===== config.mk =====
export PLATFORM = sky130hd
export DESIGN_NAME = mem_wb_skid_stage
export DESIGN_NICKNAME = d
export VERILOG_FILES = /design/src/rtl/mem_wb_pkg.sv /design/src/rtl/sat_counter.sv /design/src/rtl/mem_wb_skid_stage.sv
export SDC_FILE = /design/constraint.sdc
export NUM_CORES = 1
export LEC_CHECK = 0
export CAP_MARGIN = 10
export CORE_MARGIN = 2
export CORE_UTILIZATION = 44
export DETAILED_ROUTE_END_ITERATION = 8
export GPL_TIMING_DRIVEN = 0
export PLACE_DENSITY = 0.76
export SETUP_SLACK_MARGIN = 0.2
export SYNTH_ARGS = -nofsm -noshare
export SYNTH_HDL_FRONTEND = slang
export SYNTH_SLANG_ARGS = --single-unit

===== constraint.sdc =====
create_clock -name clk -period 1.4 [get_ports clk]
set_input_delay 0.14 -clock clk [delete_from_list [all_inputs] [get_ports clk]]
set_output_delay 0.14 -clock clk [all_outputs]
set_load 0.05 [all_outputs]

===== src/rtl/mem_wb_pkg.sv =====
// rtl/mem_wb_pkg.sv - MEM->WB payload layout and skid-stage state encoding
package mem_wb_pkg;

  localparam int DATA_W = 32;
  localparam int RD_W   = 5;

  typedef struct packed {
    logic [DATA_W-1:0] result;
    logic [RD_W-1:0]   rd;
    logic              wb_memtoreg;
    logic              wb_regwrite;
    logic              ls_word;
  } mem_wb_payload_t;

  typedef enum logic [1:0] {
    EMPTY = 2'd0,
    FULL  = 2'd1,
    SKID  = 2'd2
  } skid_state_t;

endpackage


===== src/rtl/sat_counter.sv =====
// rtl/sat_counter.sv - saturating up-counter with synchronous active-low clear
module sat_counter #(
  parameter int CNT_W = 32
) (
  input  logic             clk,
  input  logic             clr_n,
  input  logic             inc,
  output logic [CNT_W-1:0] count
);

  always_ff @(posedge clk) begin
    if (!clr_n) begin
      count <= '0;
    end else if (inc && (count != {CNT_W{1'b1}})) begin
      count <= count + 1'b1;
    end
  end

endmodule


===== src/rtl/mem_wb_skid_stage.sv =====
// rtl/mem_wb_skid_stage.sv - MEM->WB stage with 2-entry skid buffer and registered in_ready
// Optional stall-cycle counter enabled by MEM_WB_STALL_CNT_EN.
module mem_wb_skid_stage
  import mem_wb_pkg::*;
#(
  parameter int PAYLOAD_W = 40,
  parameter int CNT_W     = 32
) (
  input  logic                 clk,
  input  logic                 rst,
  input  logic                 flush,
  input  logic                 in_valid,
  output logic                 in_ready,
  input  logic [PAYLOAD_W-1:0] in_data,
  output logic                 out_valid,
  input  logic                 out_ready,
  output logic [PAYLOAD_W-1:0] out_data,
  output logic [1:0]           occupancy
`ifdef MEM_WB_STALL_CNT_EN
  ,
  output logic [CNT_W-1:0]     stall_cnt
`endif
);

  generate
    if (PAYLOAD_W < 1 || CNT_W < 1) begin : g_bad_param
      $error("mem_wb_skid_stage: PAYLOAD_W and CNT_W must be positive");
    end
  endgenerate

  skid_state_t          state;
  logic [PAYLOAD_W-1:0] m_data;
  logic [PAYLOAD_W-1:0] s_data;
  logic                 in_xfer;
  logic                 out_xfer;

  assign in_xfer   = in_valid & in_ready;
  assign out_xfer  = out_valid & out_ready;
  assign out_valid = (state != EMPTY);
  assign out_data  = m_data;

  // in_ready is updated together with state so upstream never sees out_ready combinationally.
  always_ff @(posedge clk) begin
    if (!rst) begin
      state    <= EMPTY;
      m_data   <= '0;
      s_data   <= '0;
      in_ready <= 1'b1;
    end else if (flush) begin
      state    <= EMPTY;
      in_ready <= 1'b1;
    end else begin
      case (state)
        EMPTY: begin
          if (in_xfer) begin
            m_data <= in_data;
            state  <= FULL;
          end
        end
        FULL: begin
          if (in_xfer && out_xfer) begin
            m_data <= in_data;
          end else if (in_xfer) begin
            s_data   <= in_data;
            state    <= SKID;
            in_ready <= 1'b0;
          end else if (out_xfer) begin
            state <= EMPTY;
          end
        end
        SKID: begin
          if (out_xfer) begin
            m_data   <= s_data;
            state    <= FULL;
            in_ready <= 1'b1;
          end
        end
        default: begin
          state    <= EMPTY;
          in_ready <= 1'b1;
        end
      endcase
    end
  end

  always_comb begin
    occupancy = 2'd0;
    case (state)
      FULL:    occupancy = 2'd1;
      SKID:    occupancy = 2'd2;
      default: occupancy = 2'd0;
    endcase
  end

`ifdef MEM_WB_STALL_CNT_EN
  sat_counter #(
    .CNT_W(CNT_W)
  ) u_stall_cnt (
    .clk  (clk),
    .clr_n(rst),
    .inc  (out_valid & ~out_ready),
    .count(stall_cnt)
  );
`else
`endif

endmodule

==> flow_metrics.env, run 1 <==
export IMPL_end_kind="register"
export IMPL_routed_via_density=5.23
export IMPL_cp_max_fo=10
export IMPL_die_w_um=92.7
export IMPL_finalHoldViolCount=0
export IMPL_maxCapViolCount=0
export IMPL_core_area_um2=7690
export IMPL_die_h_um=92.7
export IMPL_drv_slew=0
export IMPL_place_congestion=0.836
export IMPL_ant_nets=0
export IMPL_globalRouteOverflowTotal=0
export IMPL_critical_path_class="register to register"
export IMPL_vias=3378
export IMPL_pwr_share_comb_pct=18.5
export IMPL_timing_hold_ws_ns=0.192
export IMPL_syn_area_um2=3460
export IMPL_drc_errors=0
export IMPL_design_die_area_um2=8590
export IMPL_clk_pin_slew_worst_paths_ns=0.09
export IMPL_clk_insertion_delay_late_ns=0.36
export IMPL_rsz0062_at_grt="yes"
export IMPL_pre_cts_slack_ns=-0.665
export IMPL_drive_gt1_share_pct=31.4
export IMPL_setup_viol=48
export IMPL_seqCellArea_um2=1670
export IMPL_synth_top_area_cell="dfxtp_1"
export IMPL_setup_slack_ns=-0.0530
export IMPL_outcome="complete, but fails checks"
export IMPL_final_util_pct=67.2
export IMPL_antenna_found_initial=0
export IMPL_p_sw_share_pct=29.2
export IMPL_leakagePower_nw=2.54
export IMPL_grt_use_total_pct=23.3
export IMPL_start_util_pct=45.0
export IMPL_syn_nets=462
export IMPL_post_route_min_period_ns=1.45
export IMPL_power_density_nw_per_um2=987
export IMPL_ys_types=24
export IMPL_finClkSkew_ns=0.00962
export IMPL_worstMarginPinSlew_ns=0.485
export IMPL_total_power_mw=5.10
export IMPL_cts_root_buf="clkbuf_8"
export IMPL_grt_pass1_wl_mm=15.9
export IMPL_worstHoldPathCells=2
export IMPL_htree_levels=3
export IMPL_fmax_mhz=688
export IMPL_wirelength_mm=9.80
export IMPL_synth_warnings=0
export IMPL_failed_checks="negative setup slack"
export IMPL_final_cell_area_um2=5170
export IMPL_hpwlAfterDp_mm=6.17
export IMPL_fillers=639
export IMPL_internal_power_mw=3.61
export IMPL_ir_worst_vdd_mv=0.590
export IMPL_hp_class="input pin to register"
export IMPL_wire_per_inst_um=15.2
export IMPL_dr_pass1_iters=5
export IMPL_io_buffer_count=87
export IMPL_postSynthCellCount=417
export IMPL_fin_setup_tns_ns=-0.703
export IMPL_reg2reg_depth=6
export IMPL_final_cell_mix="80 x dfxtp_1, 79 x nor2_1, 45 x nand2_1, 42 x clkdlybuf4s50_1, 41 x buf_2"
export IMPL_numCtsBuffers=9
export IMPL_dpl_cell_area_um2=4520
export IMPL_synth_area_leaders="dfxtp_1 48%, o211a_1 12%, a21boi_0 8.9%"
export IMPL_cts_tree="done"
export IMPL_drtIter0Drc=188
export IMPL_num_rows=32
export IMPL_cp_start_kind="register"
export IMPL_seqPwrFrac_pct=49.0
export IMPL_num_io_pins=89
export IMPL_antenna_cells=0
export IMPL_period_share_pct=104
export IMPL_yosysSeqAreaShare_pct=48.0
export IMPL_finalNonFillerCells=646
export IMPL_layout_nets=584
export IMPL_critPathArrivalTime_ns=1.70
export IMPL_slew_limit_headroom_pct=67.7
export IMPL_multiInputGateArea_um2=1850
export IMPL_clockPowerShare_pct=32.5
export IMPL_ys_seq_elements=83
export IMPL_cts_buffer_depth=2
export IMPL_syn_to_final_growth_pct=49.3
export IMPL_grt_max_degree=14
export IMPL_final_common_cell="dfxtp_1"
export IMPL_grt_pass1_vias=3364
export IMPL_worstPathRequired_ns=1.65
export IMPL_dp_cells=606
export IMPL_switching_power_mw=1.49
export IMPL_cts_sinks=83
export IMPL_syn_avg_cell_area_um2=8.30
export IMPL_synth_top_area_share_pct=48.0
[cell families (layout without fill, tap and decap cells)]
group	count (synthesis)	count (layout)	share of synthesized area, %
AND/OR/NAND/NOR	172	172	19.9
AO/OA/AOI/OAI	125	125	27.7
flip-flops	83	83	48.0
buffers and inverters	36	163	4.08
XOR/XNOR	1	1	0.253
[power groups by stage]
stage                     combinational (mW)  sequential (mW)  clock (mW)
after floorplan                        0.256             2.84           0
after global placement                 0.915             2.56           0
after detailed placement               0.921             2.56           0
after CTS                              0.934             2.50        1.67
after global routing                   0.996             2.51        1.77
final                                  0.943             2.50        1.66
[path summary, 6_finish.rpt]
check,from,endpoint,slack (ns)
min,rst,out_data[4]$_SDFFE_PN0P_,0.19
max,state[0]$_SDFFE_PP0P_,out_data[1]$_SDFFE_PN0P_,-0.05
max reg2reg,state[0]$_SDFFE_PP0P_,out_data[1]$_SDFFE_PN0P_,-0.05
min reg2reg,s_data[1]$_SDFFE_PN0P_,s_data[1]$_SDFFE_PN0P_,0.46
[cell usage after synthesis]
master     number
nand3b_1        1
inv_2           1
and4b_1         1
nor2_1         80
nor2b_1         3
o211a_1        40
nand2b_1        1
buf_1           1
nand2_1        81
o21ai_1        40
clkbuf_1       29
o32ai_1         1
nor3b_1         1
nand4bb_1       1
buf_2           5
xor2_1          1
nand4b_1        1
nor4b_1         1
dfxtp_1        83
or2_2           1
a21boi_0       41
o41ai_4         1
a2bb2oi_1       1
a31oi_1         1
[sequential cells by signal (all words and copies together), names as in the netlist]
| register | flops |
|---|---|
| in_ready | 1 |
| s_data | 40 |
| out_data | 40 |
| state | 2 |
[worst max-delay path, stage by stage (launching register included)]
cell and delay (ns):
dfxtp_4 0.37, nor2b_2 0.18, o41ai_4 0.22, buf_6 0.21, clkbuf_16 0.17, o21ai_1 0.07, o211a_1 0.14
[timing repair]
action | 4_1_cts | 5_1_grt
setup buffers | 18 | 1
pin swaps | 11 | 11
hold buffers | 0 | 0
cloned | 6 | 0
gates resized for setup | 336 | 41
setup endpoints to repair | 126 | 89
[area by class of cell]
cell class	count	area share, %
plain buffers	34	6.41
clock buffers	12	3.22
clock inverters	4	0.436
inverters	1	0.218
multi-input cells	298	35.8
flip-flops and latches	83	32.4
well taps	102	2.47
repair buffers	112	19.1
[routing by layer]
metal,track usage [%],vias to the layer above,share of wire [%]
met3,4.31,15,5.4
met1,30.7,1612,45
met2,37.6,91,48
met5,0,-,0
li1,-,1660,-
met4,9.44,0,1.5
Power figures use the tool's default switching activity.
==> inputs of run 2 (changes only) <==
--- a/config.mk
+++ b/config.mk
@@ -5,12 +5,14 @@
 export SDC_FILE = /design/constraint.sdc
 export NUM_CORES = 1
 export LEC_CHECK = 0
+export ABC_AREA = 1
 export CAP_MARGIN = 10
 export CORE_MARGIN = 2
-export CORE_UTILIZATION = 44
+export CORE_UTILIZATION = 46
+export CTS_CLUSTER_DIAMETER = 30
 export DETAILED_ROUTE_END_ITERATION = 8
 export GPL_TIMING_DRIVEN = 0
-export PLACE_DENSITY = 0.76
+export PLACE_DENSITY = 0.77
 export SETUP_SLACK_MARGIN = 0.2
 export SYNTH_ARGS = -nofsm -noshare
 export SYNTH_HDL_FRONTEND = slang
==> flow_metrics.env, run 2 <==
export IMPL_outcome="complete, but fails checks"
export IMPL_failed_checks="negative setup slack"
export IMPL_slowest_delay_ns=0.34
export IMPL_design_die_area_um2=9590
export IMPL_start_util_pct=47.0
export IMPL_htree_levels=3
export IMPL_syn_area_um2=4060
export IMPL_antenna_found_initial=0
export IMPL_pre_cts_slack_ns=-0.454
export IMPL_syn_avg_cell_area_um2=6.65
export IMPL_maxCapViolCount=0
export IMPL_slew_limit_headroom_pct=56.2
export IMPL_grt_use_total_pct=23.9
export IMPL_synth_top_area_cell="dfxtp_1"
export IMPL_dr_pass1_iters=5
export IMPL_postSynthCellCount=610
export IMPL_syn_nets=655
export IMPL_final_util_pct=70.4
export IMPL_layout_nets=790
export IMPL_path_cells="buf_8, inv_4, nand2_4, nor2_4, buf_6, clkbuf_16, nand4_1, a21boi_1"
export IMPL_fillers=690
export IMPL_drive_gt1_share_pct=31.1
export IMPL_grt_max_degree=15
export IMPL_leakagePower_nw=2.80
export IMPL_post_route_min_period_ns=1.51
export IMPL_drc_errors=0
export IMPL_grt_pass1_wl_mm=19.1
export IMPL_period_share_pct=108
export IMPL_synth_common_cells="170 x nand2_1, 85 x nor2_1, 84 x nand3_1"
export IMPL_ys_seq_elements=83
export IMPL_finalHoldViolCount=0
export IMPL_fmax_mhz=661
export IMPL_power_density_nw_per_um2=956
export IMPL_hp_class="input pin to register"
export IMPL_final_cell_area_um2=6080
export IMPL_num_rows=34
export IMPL_synth_edf_count=0
export IMPL_final_common_cell="nand2_1"
export IMPL_top_usage_layer="met2"
export IMPL_io_buffer_count=87
export IMPL_cp_start_kind="register"
export IMPL_use_met1_pct=31.6
export IMPL_wirelength_mm=13.1
export IMPL_routed_via_density=5.45
export IMPL_ant_nets=0
export IMPL_drtIter0Drc=339
export IMPL_worstPathRequired_ns=1.67
export IMPL_ys_types=18
export IMPL_die_h_um=97.9
export IMPL_clk_insertion_delay_late_ns=0.35
export IMPL_vias=4674
export IMPL_reg2reg_slack_ns=-0.11
export IMPL_syn_to_final_growth_pct=49.8
export IMPL_grtUsageMet3_pct=3.58
export IMPL_core_area_um2=8640
export IMPL_dpl_cell_area_um2=5170
export IMPL_final_cell_mix="137 x nand2_1, 80 x dfxtp_1, 67 x nor2_1, 57 x nand3_1, 46 x buf_2"
export IMPL_yosysSeqAreaShare_pct=41.0
export IMPL_numCtsBuffers=9
export IMPL_synth_top_area_share_pct=41.0
export IMPL_die_w_um=97.9
export IMPL_grt_pass1_vias=4141
export IMPL_synthArstFlopShare_pct=0
export IMPL_worstMarginPinSlew_ns=0.657
export IMPL_rsz0062_at_grt="yes"
export IMPL_end_kind="register"
export IMPL_critPathArrivalTime_ns=1.78
export IMPL_gr_usage_met2_pct=39.9
export IMPL_hpwlAfterDp_mm=7.49
export IMPL_synth_area_leaders="dfxtp_1 41%, nand2_1 16%, nand3_1 10%"
export IMPL_synth_warnings=0
export IMPL_setup_slack_ns=-0.112
export IMPL_cts_sinks=83
export IMPL_cts_root_buf="clkbuf_8"
export IMPL_crit_path_top_delay_cell="dfxtp_2"
export IMPL_total_power_mw=5.81
export IMPL_place_congestion=0.843
export IMPL_finClkSkew_ns=0.00890
export IMPL_clk_pin_slew_worst_paths_ns=0.09
export IMPL_wire_per_inst_um=15.3
export IMPL_cp_max_fo=5
export IMPL_num_io_pins=89
export IMPL_ir_worst_vdd_mv=0.645
export IMPL_antenna_cells=0
export IMPL_drv_slew=0
export IMPL_cts_tree="done"
export IMPL_synth_most_common_cell="nand2_1"
export IMPL_globalRouteOverflowTotal=0
export IMPL_setup_viol=81
export IMPL_critical_path_class="register to register"
export IMPL_synth_top_flop_cell="dfxtp_1"
export IMPL_cts_buffer_depth=2
## run 2: through the flow
stage | hold slack, ns | std cells | setup TNS (ns)
after floorplan | 0.219 | 610 | 0
after global placement | 0.445 | 805 | -22.16
after detailed placement | 0.449 | 805 | -25.81
after CTS | 0.245 | 839 | 0
after global routing | 0.321 | 858 | -7.18
final | 0.302 | 858 | -3.55
## run 2: path summary, 6_finish.rpt
| kind | from | endpoint | cells past startpoint |
|---|---|---|---|
| min | out_ready | state[1]$_SDFFE_PP0P_ | 2 |
| max | state[1]$_SDFFE_PP0P_ | s_data[0]$_SDFFE_PN0P_ | 8 |
| min reg2reg | s_data[5]$_SDFFE_PN0P_ | s_data[5]$_SDFFE_PN0P_ | 2 |
| max reg2reg | state[1]$_SDFFE_PP0P_ | s_data[0]$_SDFFE_PN0P_ | 8 |
## run 2: what timing repair did
action | CTS | global route
gates resized for setup | 226 | 180
setup endpoints to repair | 127 | 104
buffers inserted | 13 | 10
gates cloned | 5 | 9
pin swaps | 5 | 79
hold buffers | 0 | 0
## run 2: metal layers
layer / wire length [um] / share of wire (%) / vias up
met5: 0 / 0 / -
met4: 324 / 2.5 / 0
met3: 844 / 6.4 / 44
met2: 6500 / 50 / 212
met1: 5430 / 41 / 2183
li1: - / - / 2235
## run 2: logic make-up after synthesis
kind of cell	share of synthesized area (%)
AND/OR/NAND/NOR	40.7
buffers and inverters	10.4
flip-flops	41.0
AO/OA/AOI/OAI	7.96
## run 2: worst max-delay path: cells and delay by family, from the launching register on
family / cells / cell delay (ns)
compound gates: 1 / 0.21
buf+inv: 4 / 0.49
flops: 1 / 0.34
simple gates: 3 / 0.39
## run 2: area by class of cell
type | instances | area [um^2] | share of cell area [%]
plain buffers | 50 | 410 | 6.75
repair buffers | 124 | 1090 | 17.9
clock buffers | 11 | 151 | 2.49
inverters | 50 | 203 | 3.33
clock inverters | 5 | 60.1 | 0.988
flip-flops and latches | 83 | 1670 | 27.5
well taps | 108 | 135 | 2.22
multi-input cells | 427 | 2360 | 38.8
## run 2: report_power, final
part	internal (mW)	switching, mW	leakage (nW)
logic	0.536	0.905	2.01
clock network	0.929	0.903	0.106
registers	2.47	0.0639	0.679
